### src/rtl/speccy_kb_pkg.sv
// Shared constants for the Spectrum-matrix to PS/2 set-2 encoder.
// The key table is indexed by row*5+col; bit 8 flags an E0-prefixed (extended) code.
package speccy_kb_pkg;

  localparam logic [7:0] PS2_EXT = 8'hE0;
  localparam logic [7:0] PS2_BRK = 8'hF0;

  typedef enum logic [2:0] {
    ST_SCAN,
    ST_LOOKUP,
    ST_SEND_EXT,
    ST_SEND_BRK,
    ST_SEND_CODE,
    ST_CLR
  } state_t;

  typedef logic [8:0] key_entry_t;

  localparam key_entry_t KEY_TABLE [40] = '{
    9'h012, 9'h01A, 9'h022, 9'h021, 9'h02A,  // CS Z X C V
    9'h01C, 9'h01B, 9'h023, 9'h02B, 9'h034,  // A S D F G
    9'h015, 9'h01D, 9'h024, 9'h02D, 9'h02C,  // Q W E R T
    9'h016, 9'h01E, 9'h026, 9'h025, 9'h02E,  // 1 2 3 4 5
    9'h045, 9'h046, 9'h03E, 9'h03D, 9'h036,  // 0 9 8 7 6
    9'h04D, 9'h044, 9'h043, 9'h03C, 9'h035,  // P O I U Y
    9'h05A, 9'h04B, 9'h042, 9'h03B, 9'h033,  // ENT L K J H
    9'h029, 9'h114, 9'h03A, 9'h031, 9'h032   // SPC SS(right Ctrl) M N B
  };

  function automatic logic [2:0] lowest_bit(input logic [4:0] v);
    logic [2:0] idx;
    idx = 3'd0;
    for (int i = 4; i >= 0; i--) begin
      if (v[i]) idx = 3'(i);
    end
    return idx;
  endfunction

endpackage

### src/rtl/speccy_key_rom.sv
// Combinational matrix-position to {ext, set-2 code} lookup.
// Column positions 5..7 do not exist on the membrane and return zero.
module speccy_key_rom
  import speccy_kb_pkg::*;
(
  input  logic [2:0] row,
  input  logic [2:0] col,
  output key_entry_t entry
);

  logic [5:0] idx;

  always_comb begin
    idx   = ({3'b000, row} * 6'd5) + {3'b000, col};
    entry = '0;
    if (col < 3'd5) entry = KEY_TABLE[idx];
  end

endmodule

### src/rtl/speccy_matrix_to_ps2_codes.sv
// Scans an 8x5 Spectrum keyboard matrix, debounces each row and streams PS/2 set-2
// make/break sequences over a valid/ready byte interface.
module speccy_matrix_to_ps2_codes
  import speccy_kb_pkg::*;
#(
  parameter int SCAN_DIV = 1000,
  parameter int DEBOUNCE = 4
) (
  input  logic       clk,
  input  logic       rst,
  output logic [7:0] row_sel,
  input  logic [4:0] col_in,
  output logic [7:0] tx_data,
  output logic       tx_valid,
  input  logic       tx_ready
);

  localparam int DIV_W = (SCAN_DIV > 1) ? $clog2(SCAN_DIV) : 1;
  localparam int CNT_W = $clog2(DEBOUNCE + 1);
  localparam logic [DIV_W-1:0] DIV_LAST = DIV_W'(SCAN_DIV - 1);
  localparam logic [DIV_W-1:0] DIV_ONE  = DIV_W'(1);
  localparam logic [CNT_W-1:0] CNT_FULL = CNT_W'(DEBOUNCE);
  localparam logic [CNT_W-1:0] CNT_ONE  = CNT_W'(1);

  state_t           state_reg, state_next;
  logic [DIV_W-1:0] div_reg;
  logic [2:0]       row_reg;
  logic [4:0]       stable_reg [8];
  logic [4:0]       cand_reg   [8];
  logic [CNT_W-1:0] cnt_reg    [8];
  logic [4:0]       chg_reg;
  logic [2:0]       chg_row_reg;
  logic [2:0]       col_reg;
  key_entry_t       key_reg;
  logic             pressed_reg;

  logic             sample_now;
  logic             accept;
  logic [4:0]       cand_next;
  logic [CNT_W-1:0] cnt_next;
  logic [2:0]       low_col;
  key_entry_t       rom_entry;
  logic             pressed_now;
  logic [4:0]       chg_left;

  assign row_sel    = ~(8'b0000_0001 << row_reg);
  assign sample_now = (state_reg == ST_SCAN) && (div_reg == DIV_LAST);

  // Debounce arithmetic for the row currently being driven.
  always_comb begin
    cand_next = cand_reg[row_reg];
    cnt_next  = cnt_reg[row_reg];
    if (col_in == cand_reg[row_reg]) begin
      if (cnt_reg[row_reg] != CNT_FULL) cnt_next = cnt_reg[row_reg] + CNT_ONE;
    end else begin
      cand_next = col_in;
      cnt_next  = CNT_ONE;
    end
  end

  assign accept = sample_now && (cnt_next == CNT_FULL) && (cand_next != stable_reg[row_reg]);

  assign low_col     = lowest_bit(chg_reg);
  assign pressed_now = ~cand_reg[chg_row_reg][low_col];
  assign chg_left    = chg_reg & ~(5'b00001 << col_reg);

  speccy_key_rom u_key_rom (
    .row   (chg_row_reg),
    .col   (low_col),
    .entry (rom_entry)
  );

  // Scan divider and row pointer only move while the emitter is idle.
  always_ff @(posedge clk) begin
    if (rst) begin
      div_reg <= '0;
      row_reg <= 3'd0;
    end else if (state_reg == ST_SCAN) begin
      if (div_reg == DIV_LAST) begin
        div_reg <= '0;
        row_reg <= row_reg + 3'd1;
      end else begin
        div_reg <= div_reg + DIV_ONE;
      end
    end
  end

  always_ff @(posedge clk) begin
    if (rst) begin
      for (int i = 0; i < 8; i++) begin
        stable_reg[i] <= 5'h1F;
        cand_reg[i]   <= 5'h1F;
        cnt_reg[i]    <= '0;
      end
    end else begin
      if (sample_now) begin
        cand_reg[row_reg] <= cand_next;
        cnt_reg[row_reg]  <= cnt_next;
      end
      if (state_reg == ST_CLR)
        stable_reg[chg_row_reg][col_reg] <= cand_reg[chg_row_reg][col_reg];
    end
  end

  // Pending-change bookkeeping and the latched key being emitted.
  always_ff @(posedge clk) begin
    if (rst) begin
      chg_reg     <= 5'h00;
      chg_row_reg <= 3'd0;
      col_reg     <= 3'd0;
      key_reg     <= '0;
      pressed_reg <= 1'b0;
    end else begin
      if (accept) begin
        chg_reg     <= cand_next ^ stable_reg[row_reg];
        chg_row_reg <= row_reg;
      end
      if (state_reg == ST_LOOKUP) begin
        col_reg     <= low_col;
        key_reg     <= rom_entry;
        pressed_reg <= pressed_now;
      end
      if (state_reg == ST_CLR) chg_reg <= chg_left;
    end
  end

  always_ff @(posedge clk) begin
    if (rst) state_reg <= ST_SCAN;
    else     state_reg <= state_next;
  end

  always_comb begin
    state_next = state_reg;
    case (state_reg)
      ST_SCAN: begin
        if (accept) state_next = ST_LOOKUP;
      end
      ST_LOOKUP: begin
        if (rom_entry[8])      state_next = ST_SEND_EXT;
        else if (!pressed_now) state_next = ST_SEND_BRK;
        else                   state_next = ST_SEND_CODE;
      end
      ST_SEND_EXT: begin
        if (tx_ready) state_next = pressed_reg ? ST_SEND_CODE : ST_SEND_BRK;
      end
      ST_SEND_BRK: begin
        if (tx_ready) state_next = ST_SEND_CODE;
      end
      ST_SEND_CODE: begin
        if (tx_ready) state_next = ST_CLR;
      end
      ST_CLR: begin
        state_next = (chg_left != 5'h00) ? ST_LOOKUP : ST_SCAN;
      end
      default: state_next = ST_SCAN;
    endcase
  end

  always_comb begin
    tx_valid = 1'b0;
    tx_data  = 8'h00;
    case (state_reg)
      ST_SEND_EXT: begin
        tx_valid = 1'b1;
        tx_data  = PS2_EXT;
      end
      ST_SEND_BRK: begin
        tx_valid = 1'b1;
        tx_data  = PS2_BRK;
      end
      ST_SEND_CODE: begin
        tx_valid = 1'b1;
        tx_data  = key_reg[7:0];
      end
      default: begin
        tx_valid = 1'b0;
        tx_data  = 8'h00;
      end
    endcase
  end

endmodule

### config.mk
export PLATFORM = sky130hd
export DESIGN_NAME = speccy_matrix_to_ps2_codes
export DESIGN_NICKNAME = d
export VERILOG_FILES = /design/src/rtl/speccy_kb_pkg.sv /design/src/rtl/speccy_key_rom.sv /design/src/rtl/speccy_matrix_to_ps2_codes.sv
export SDC_FILE = /design/constraint.sdc
export NUM_CORES = 1
export LEC_CHECK = 0
export BUFFER_PORTS_ARGS = -buffer_cell sky130_fd_sc_hd__buf_2
export CAP_MARGIN = 20
export CELL_PAD_IN_SITES_DETAIL_PLACEMENT = 0
export CELL_PAD_IN_SITES_GLOBAL_PLACEMENT = 2
export CORE_MARGIN = 10
export CORE_UTILIZATION = 43
export CTS_CLUSTER_DIAMETER = 50
export CTS_CLUSTER_SIZE = 30
export DETAILED_ROUTE_END_ITERATION = 10
export PLACE_DENSITY_LB_ADDON = 0.05
export SLEW_MARGIN = 15
export SYNTH_ARGS = -nofsm -noshare
export SYNTH_HDL_FRONTEND = slang
export SYNTH_HIERARCHICAL = 1
export SYNTH_SLANG_ARGS = --single-unit
### constraint.sdc
create_clock -name clk -period 4.55 [get_ports clk]
set_input_delay 0.6825 -clock clk [delete_from_list [all_inputs] [get_ports clk]]
set_output_delay 0.6825 -clock clk [all_outputs]
set_load 0.01 [all_outputs]
-- After elaboration in Yosys (flattened, before gate mapping)
Memory sizes are Yosys's and may differ from the RTL's. A register that Yosys moved wholly into a read port is not among the register bits.
Index checks and enable logic that the tools add are counted.
- output and inout port bits: 17
- bits in writable memories: 104
- latch bits: 0
- bits in registers: 36
- memory bits (read-only): 576
- memories kept: 4
- input bits: 8
- memories (name ; words ; bits a word ; read ports ; clocked after Yosys merged registers in ; wr ports ; RTL line ; text):
    (no name shown) ; 64 ; 9 ; 1 ; 0 ; 0 ; speccy_key_rom.sv:16 ; if (col < 3'd5) entry = KEY_TABLE[idx];
    cand_reg ; 8 ; 5 ; 2 ; 2 ; 8 ; speccy_matrix_to_ps2_codes.sv:29 ; logic [4:0] cand_reg [8];
    stable_reg ; 8 ; 5 ; 1 ; 1 ; 8 ; speccy_matrix_to_ps2_codes.sv:28 ; logic [4:0] stable_reg [8];
    cnt_reg ; 8 ; 3 ; 1 ; 1 ; 8 ; speccy_matrix_to_ps2_codes.sv:30 ; logic [CNT_W-1:0] cnt_reg [8];
- reductions and logical operators: 13
- equal/unequal tests: 14
- magnitude comparators: 5
- multiplexer cells: 56
- bitwise operators: 6
- shift operators: 2
- div/mod/pow operators: 0
- multipliers: 1
- $add $sub $neg: 4
- operator list (operator ; count):
    3-bit 2-to-1 mux ; 26
    5-bit 2-to-1 mux ; 7
    9-bit 2-to-1 mux ; 3
    8-bit one-hot mux with 3 select lines ; 1
    3-bit one-hot mux with 6 select lines ; 1
    1-bit 2-to-1 mux ; 14
    10-bit by 1-bit adder with 10-bit output (second input constant) ; 1
    10-bit == test (second input constant) ; 1
    10-bit 2-to-1 mux ; 1
    5-bit OR reduction ; 2
    3-bit == test (second input constant) ; 3
    3-bit by 4-bit < comparator with 1-bit output (second input constant) ; 2
    2-bit != test (second input constant) ; 4
    8-bit inverter ; 1
    1-bit by 3-bit << shifter with 8-bit output (first input constant) ; 1
    7-bit greater-or-equal comparator (second input constant) ; 1
    6-bit inverter with 7-bit output ; 1
    3-bit by 1-bit adder with 3-bit output (second input constant) ; 2
    6-bit by 3-bit adder with 6-bit output ; 1
    1-bit binary-select mux with 3-bit select ; 2
    3-bit by 2-bit == test with 1-bit output (second input constant) ; 2
    3-bit by 3-bit multiplier with 6-bit output (second input constant) ; 1
    3-bit OR reduction ; 2
    5-bit bitwise AND ; 1
    other kinds (17) ; 20

-- Logic depth before layout (Yosys ltp)
Gate-level depths: netlist (run 1).
- word-level depth: 13
- gate-level depth with buffers: 15
- depth with buffers taken out: 14

-- Hierarchy
Netlist (run 1), hierarchy kept.
- modules (own cells, without submodules) (module ; area each (um^2) ; instances ; seq. area each (um^2) ; cells each):
    speccy_matrix_to_ps2_codes ; 7835.0 ; 1 ; 3963.8 ; 713
    speccy_key_rom ; 870.8 ; 1 ; 0.0 ; 111

-- Least setup slack after synthesis (run 1)
No wires, ideal clock.
- path type: reg2reg
- from: register chg_reg[0]
- to: register state_reg[2]
- arrival time: 3.012 ns
- setup time: 0.117 ns
- slack: 1.422 ns
- stages on the path, launching flop included: 12
- buffers on the path: 2
- required time: 4.433 ns
- clock period less this slack: 3.128 ns
- cells stage by stage: dfxtp_1 -> clkbuf_1 -> nor3_1 -> ha_1 -> ha_1 -> inv_1 -> fa_1 -> buf_2 -> nor4b_1 -> nor2_1 -> a211o_1 -> a22o_1
- cells in the longest elaborated chain, start to end: 9
- elaborated cells on any way between the ends: 13
- those cells by class: add/sub (1); order compare (1); mux (9); bitwise (1); memory (1)
- RTL lines (element ; RTL line ; text):
    start, declared ; speccy_matrix_to_ps2_codes.sv:31 ; logic [4:0] chg_reg;
    start signal, assigned ; speccy_matrix_to_ps2_codes.sv:115 ; chg_reg <= cand_next ^ stable_reg[row_reg];
    start signal, assigned ; speccy_matrix_to_ps2_codes.sv:123 ; if (state_reg == ST_CLR) chg_reg <= chg_left;
    3-bit 2-to-1 mux (*) ; speccy_kb_pkg.sv:34 ; if (v[i]) idx = 3'(i);
    named net low_col[1] ; speccy_matrix_to_ps2_codes.sv:41 ; logic [2:0] low_col;
    6-bit by 3-bit adder with 6-bit output ; speccy_key_rom.sv:14 ; idx = ({3'b000, row} * 6'd5) + {3'b000, col};
    6-bit inverter with 7-bit output (not written as such) ; speccy_key_rom.sv:16 ;
    memory read 64 x 9 bit ; n/a ;
    9-bit 2-to-1 mux (not written as such) (2 in series) ; speccy_key_rom.sv:16 ;
    9-bit 2-to-1 mux (*) ; speccy_key_rom.sv:16 ;
    named net rom_entry[8] ; speccy_matrix_to_ps2_codes.sv:42 ; key_entry_t rom_entry;
    3-bit 2-to-1 mux (*) ; speccy_matrix_to_ps2_codes.sv:139 ; if (rom_entry[8]) state_next = ST_SEND_EXT;
    3-bit one-hot mux with 6 select lines (*) ; speccy_matrix_to_ps2_codes.sv:134 ; case (state_reg)
    end signal, assigned ; speccy_matrix_to_ps2_codes.sv:129 ; else state_reg <= state_next;
    end, declared ; speccy_matrix_to_ps2_codes.sv:25 ; state_t state_reg, state_next;
The timed path passes the listed nets; every way through them passes the cells marked *. The select of a mux whose other input is x is not followed.
A chain may end at the register's enable or synchronous reset.

-- Final worst setup path (run 1)
- from: register chg_reg[1]
- to: register key_reg[6]
- cells in the longest elaborated chain, start to end: 8
- elaborated cells on any way between the ends: 9
- those cells by class: add/sub (1); order compare (1); mux (5); bitwise (1); memory (1)
- RTL lines (element ; RTL line ; text):
    3-bit 2-to-1 mux (*) (2 in series) ; speccy_kb_pkg.sv:34 ;
    named net low_col[0] ; speccy_matrix_to_ps2_codes.sv:41 ;
    6-bit by 3-bit adder with 6-bit output ; speccy_key_rom.sv:14 ;
    6-bit inverter with 7-bit output (not written as such) ; speccy_key_rom.sv:16 ;
    memory read 64 x 9 bit ; n/a ;
    9-bit 2-to-1 mux (not written as such) (2 in series) ; speccy_key_rom.sv:16 ;
    9-bit 2-to-1 mux (*) ; speccy_key_rom.sv:16 ;
    named net rom_entry[6] ; speccy_matrix_to_ps2_codes.sv:42 ;
    end signal, assigned ; speccy_matrix_to_ps2_codes.sv:120 ; key_reg <= rom_entry;
    end, declared ; speccy_matrix_to_ps2_codes.sv:34 ; key_entry_t key_reg;
Marked as above.

==> impl_metrics.toml, run 1 <==
[route]
routed_wl_mm = 22.2
avgRoutedWirePerCell_um = 20.2
firstDrtPassIters = 5
met1_length_mm = 9.66
ant_nets = 0
drt_iter0_drc = 381
met2_length_mm = 11.0
top_layer = "met4"
via_per_inst = 5.62
vias = 6180
wl_met3_mm = 1.17
drc = 0

[floorplan]
die_h_um = 162
ios = 25
row_count = 51
die_area_um2 = 26300
core_area_um2 = 19700
die_x_um = 162
start_util_pct = 44.2

[timing]
drv_slew = 0
final_hold_viol_count = 0
max_freq_mhz = 272
period_minus_slack_ns = 3.68
slew_headroom_pct = 29.0
rsz0062_at_grt = "no"
finalCritPeriodShare_pct = 80.8
worstMarginPinSlew_ns = 1.06
tns_ns = 0
skew_ns = 0.00987
setup_violations = 0
whs_ns = 0.459

[layout]
final_common_cell = "edfxtp_1"
finalNonFillerCells = 1099
final_cell_mix = "104 x edfxtp_1, 94 x nand2_1, 73 x nor2_1"
syn_to_final_growth_pct = 9.72
nets = 856
antenna-diode-count = 0
final_layout_size_suffix_gt1_share_pct = 15.5

[yosys]
synth_seq_cells = 146
synthArstFlopShare_pct = 0
synth-main-ff-cell = "edfxtp_1"
synth_edf_count = 104
synth.net_count = 859
syn_area_um2 = 8710
netlist_instances = 824
ys_seq_area_share_pct = 45.5
syn_area_per_cell_um2 = 10.6
yosysUniqueCellTypes = 82
yosysWarnings = 6

[setup_path]
worst-path-buf-inv = 1
crit_type = "flip-flop to flip-flop"
worstSetupEndpointType = "flip-flop"
required_ns = 4.83
critical-path-max-stage-delay_ns = 0.86
arrival_ns = 3.96
cp_slowest_cell = "xor2_1"
regToRegStartpoint = "chg_reg[1]"
worstPathMaxFanout = 13
critPathTopFamily = "adder cells"
worst_r2r_endpoint = "key_reg[6]"
cp-start-kind = "flip-flop"
ff2ff_path_depth = 13
crit_chain = "a21oi_1, nor2_1, ha_1, ha_1, inv_1, fa_1, xor2_1, nor2_1, mux2_2, and3_1, o21a_1, nand2_1, a21oi_1"
reg2reg_setup_slack_ns = 0.87

[hold_path]
hold_path_class = "flip-flop to flip-flop"
hold-path-endpoint = "key_reg[5]"
min-delay-start = "key_reg[5]"
hold_depth = 2

[global_route]
grt_pass1_vias = 6176
overflow = 0
antenna_found_initial = 0
grt_pass1_wl_mm = 34.8
grt_start_max_net_pins = 49
grt_usage_pct = 17.0

[pwr]
p_leak_nw = 3.49
total_power_mw = 3.09
ir_drop_mv = 0.246
p_per_area_nw_per_um2 = 324

[placement]
gp_congestion = 0.844
dp_hpwl_mm = 15.7
dp_cells = 1067
io_buffer_count = 24

[clocking]
ctsHoldBuffers = 0
numClockSinks = 146
cts_tree = "built"
insertion_delay_ns = 0.43
clkSlewWorstSetupHoldPaths_ns = 0.06
clk_path_buf_depth = 2
ctsResizeCount = 0
htreeDepth = 4
cts_root_buf = "clkbuf_16"
numCtsBuffers = 17
postCtsSetupRepairBufs = 0

[run]
max-cap-violations = 0

[outcome]
outcome = "completed"
==> cell families (layout without fill, tap and decap cells) <==
| logic type | count (synthesis) | in the layout | synth area share (%) |
|---|---|---|---|
| compound gates | 160 | 160 | 13.3 |
| xor+xnor | 19 | 19 | 2.08 |
| fa+ha+maj | 27 | 27 | 3.97 |
| buf+inv | 82 | 92 | 4.41 |
| flops | 146 | 146 | 45.5 |
| mux | 78 | 78 | 12.2 |
| other cells | 1 | 1 | 0.0431 |
| simple gates | 311 | 311 | 18.4 |
==> worst max-delay path by stage <==
stage	startpoint	endpoint	cells after the start
final	chg_reg[1]	key_reg[6]	13
after detailed placement	chg_reg[2]	state_reg[2]	10
after global routing	chg_reg[3]	state_reg[2]	10
after floorplan	chg_reg[0]	state_reg[2]	11
after CTS	chg_reg[3]	state_reg[2]	10
after global placement	chg_reg[2]	state_reg[2]	10
==> synth_stat cells, types with 12 or more instances <==
| library cell | count | area (µm²) |
|---|---|---|
| a21o_1 | 47 | 353 |
| a21oi_1 | 26 | 130 |
| clkbuf_1 | 29 | 109 |
| dfxtp_1 | 42 | 841 |
| edfxtp_1 | 104 | 3120 |
| ha_1 | 26 | 325 |
| inv_1 | 28 | 105 |
| mux2i_1 | 46 | 460 |
| mux4_2 | 20 | 450 |
| nand2_1 | 94 | 353 |
| nand2b_1 | 52 | 325 |
| nand3_1 | 12 | 60.1 |
| nor2_1 | 73 | 274 |
| nor3_1 | 14 | 70.1 |
| o21ai_0 | 19 | 95.1 |
==> worst min-delay path, cell delays in order, from the launching register on <==
cell	delay (ns)
dfxtp_1	0.31
nand2_1	0.05
a21oi_1	0.05
==> report_power, final <==
group / switching [mW] / internal [mW] / total [mW]
Combinational: 0.0857 / 0.0592 / 0.145
Clock: 0.590 / 0.869 / 1.46
Sequential: 0.0199 / 1.47 / 1.49
Total: 0.695 / 2.40 / 3.09
==> stage by stage <==
step | area [µm²] | worst slack (ns) | util (%)
2_1_floorplan | 8710 | 1.42 | -
3_3_place_gp | 8950 | 1.02 | 45.4
4_1_cts | 9550 | 0.847 | 48.4
3_5_place_dp | 8950 | 0.861 | 45.4
5_1_grt | 9550 | 0.477 | 48.4
6_report | 9550 | 0.874 | 48.4
==> metal layers <==
layer	vias up	global-route usage [%]
li1	2970	-
met1	3039	20.9
met2	143	28.9
met3	28	3.84
met4	0	5.58
met5	-	0
==> layout make-up <==
class	count	area, µm²
sequential	146	3970
multi-input combinational	596	4370
inverter	29	109
fill	1833	10200
timing repair buffer	31	173
tap	265	332
clock inverter	15	180
clock buffer	17	425
Power figures use the tool's default switching activity.
==> inputs of run 2 (changes only) <==
Settings changed: CORE_UTILIZATION 43 to 42.
Clock period 4.55 ns to 3.8 ns, I/O delays scaled along.
==> run 2 against run 1 <==
Against the previous run: cell count increased by 2.2%; routed wire length is 1.2% higher; count of clock-buffer cells in the layout did not move; sequential share of layout area is 0.51 points lower.
==> impl_metrics.toml, run 2 (synthesized netlist as in run 1, its figures left out) <==
[outcome]
outcome = "completed"

[layout]
antenna-diode-count = 0
final_common_cell = "edfxtp_1"
fillerInstances = 1924
syn_to_final_growth_pct = 11.1
nets = 876
finish.utilization_pct = 47.6
final_cell_mix = "104 x edfxtp_1, 94 x nand2_1, 73 x nor2_1"
final_layout_size_suffix_gt1_share_pct = 17.2

[timing]
rsz0062_at_grt = "no"
max_freq_mhz = 298
tns_ns = 0
final_hold_viol_count = 0
setup_violations = 0
finalCritPeriodShare_pct = 88.2
skew_ns = 0.0131
slew_headroom_pct = 38.6
worstMarginPinSlew_ns = 0.918
period_minus_slack_ns = 3.35
drv_slew = 0

[pwr]
p_sw_mw = 0.827
seqPwrFrac_pct = 49.2
ir_drop_mv = 0.298
p_clk_share_pct = 46.0
internal_power_mw = 2.80
p_leak_nw = 3.58
swShare_pct = 22.8
p_per_area_nw_per_um2 = 375
comb_power_share_pct = 4.9

[setup_path]
worst_r2r_endpoint = "key_reg[1]"
crit_start = "chg_reg[2]"
required_ns = 4.09
arrival_ns = 3.64
reg2reg_setup_slack_ns = 0.45
cp-start-kind = "flip-flop"
crit_type = "flip-flop to flip-flop"
worstSetupEndpointType = "flip-flop"
critPathCapture = "key_reg[1]"
regToRegStartpoint = "chg_reg[2]"
worstPathMaxFanout = 11
ff2ff_path_depth = 11

[floorplan]
die_x_um = 164
die_h_um = 164
die_area_um2 = 26900
start_util_pct = 42.9
ios = 25
core_area_um2 = 20300
row_count = 52

[route]
firstDrtPassIters = 5
ant_nets = 0
via_per_inst = 5.59
drt_iter0_drc = 474
avgRoutedWirePerCell_um = 20.0
drc = 0
vias = 6272
routed_wl_mm = 22.5

[clocking]
ctsHoldBuffers = 0
numCtsBuffers = 17
postCtsSetupRepairBufs = 0
clkSlewWorstSetupHoldPaths_ns = 0.07
numClockSinks = 146
cts_root_buf = "clkbuf_16"
htreeDepth = 4
cts_tree = "built"
clk_path_buf_depth = 2
insertion_delay_ns = 0.42

[placement]
io_buffer_count = 24
dp_hpwl_mm = 16.4
gp_congestion = 0.889

[global_route]
antenna_found_initial = 0
grt_usage_pct = 17.2
grt_pass1_vias = 6310
grt_pass1_wl_mm = 36.1
overflow = 0
grt_start_max_net_pins = 49

[run]
max-cap-violations = 0

[hold_path]
hold_path_class = "flip-flop to flip-flop"
run 2: cell types whose count changed in the layout (fill, tap and decap cells not counted), sizes merged:
cell	previous run	this run
inv	34	33
buf	31	51
clkinvlp	3	1
clkinv	4	7
bufinv	3	2
run 2: what timing repair did:
action                                  4_1_cts  5_1_grt
gates resized for setup                       0        1
hold endpoints to repair                      0        0
endpoints found under the setup margin        0        1
run 2: how the worst min path moves through the flow:
stage	end	startpoint	depth (start not counted)	slack (ns)
detailed placement	key_reg[2]	key_reg[2]	2	0.45
global placement	key_reg[5]	key_reg[5]	2	0.45
finish	key_reg[2]	key_reg[2]	2	0.45
CTS	key_reg[2]	key_reg[2]	2	0.46
global route	key_reg[5]	key_reg[5]	2	0.48
floorplan	key_reg[0]	key_reg[0]	2	0.43
run 2: power by group through the flow:
stage | Sequential, mW | Combinational, mW | Clock (mW)
after floorplan | 1.81 | 0.131 | 0
after global placement | 1.82 | 0.174 | 0
after detailed placement | 1.82 | 0.176 | 0
after CTS | 1.78 | 0.178 | 1.70
after global routing | 1.79 | 0.193 | 1.77
final | 1.78 | 0.176 | 1.67
run 2: layout make-up:
| cell class | instances | area (µm²) | share of cell area, % |
|---|---|---|---|
| Clock buffer | 17 | 425 | 4.40 |
| Clock inverter | 14 | 153 | 1.58 |
| Inverter | 29 | 109 | 1.13 |
| Multi-Input combinational cell | 596 | 4360 | 45.1 |
| Sequential cell | 146 | 3970 | 41.0 |
| Tap cell | 270 | 338 | 3.49 |
| Timing Repair Buffer | 51 | 320 | 3.31 |
run 2: metrics by stage:
stage,power [mW],setup slack [ns],cell area (µm²),hold slack [ns],std cells
5_1_grt,3.75,0.218,9670,0.475,1123
3_3_place_gp,1.99,0.413,9080,0.448,1091
4_1_cts,3.66,0.306,9660,0.456,1122
3_5_place_dp,1.99,0.329,9080,0.447,1091
2_1_floorplan,1.94,0.672,8710,0.432,824
6_report,3.63,0.450,9670,0.455,1123
run 2: worst max-delay path: stages, from the launching register on:
cell and delay [ns]:
dfxtp_1 0.41, nor2_1 0.09, nor3_1 0.36, ha_1 0.32
ha_1 0.56, inv_1 0.23, ha_1 0.29, mux4_1 0.52
o211ai_1 0.18, o32ai_1 0.11, nand2_1 0.07, a21oi_1 0.06
run 2: per-layer routing:
layer | vias up | track usage, % | routed length [µm]
li1 | 3017 | - | -
met1 | 3109 | 22.7 | 10400
met2 | 127 | 28.6 | 10900
met3 | 19 | 2.55 | 789
met4 | 0 | 5.48 | 329
met5 | - | 0 | 0
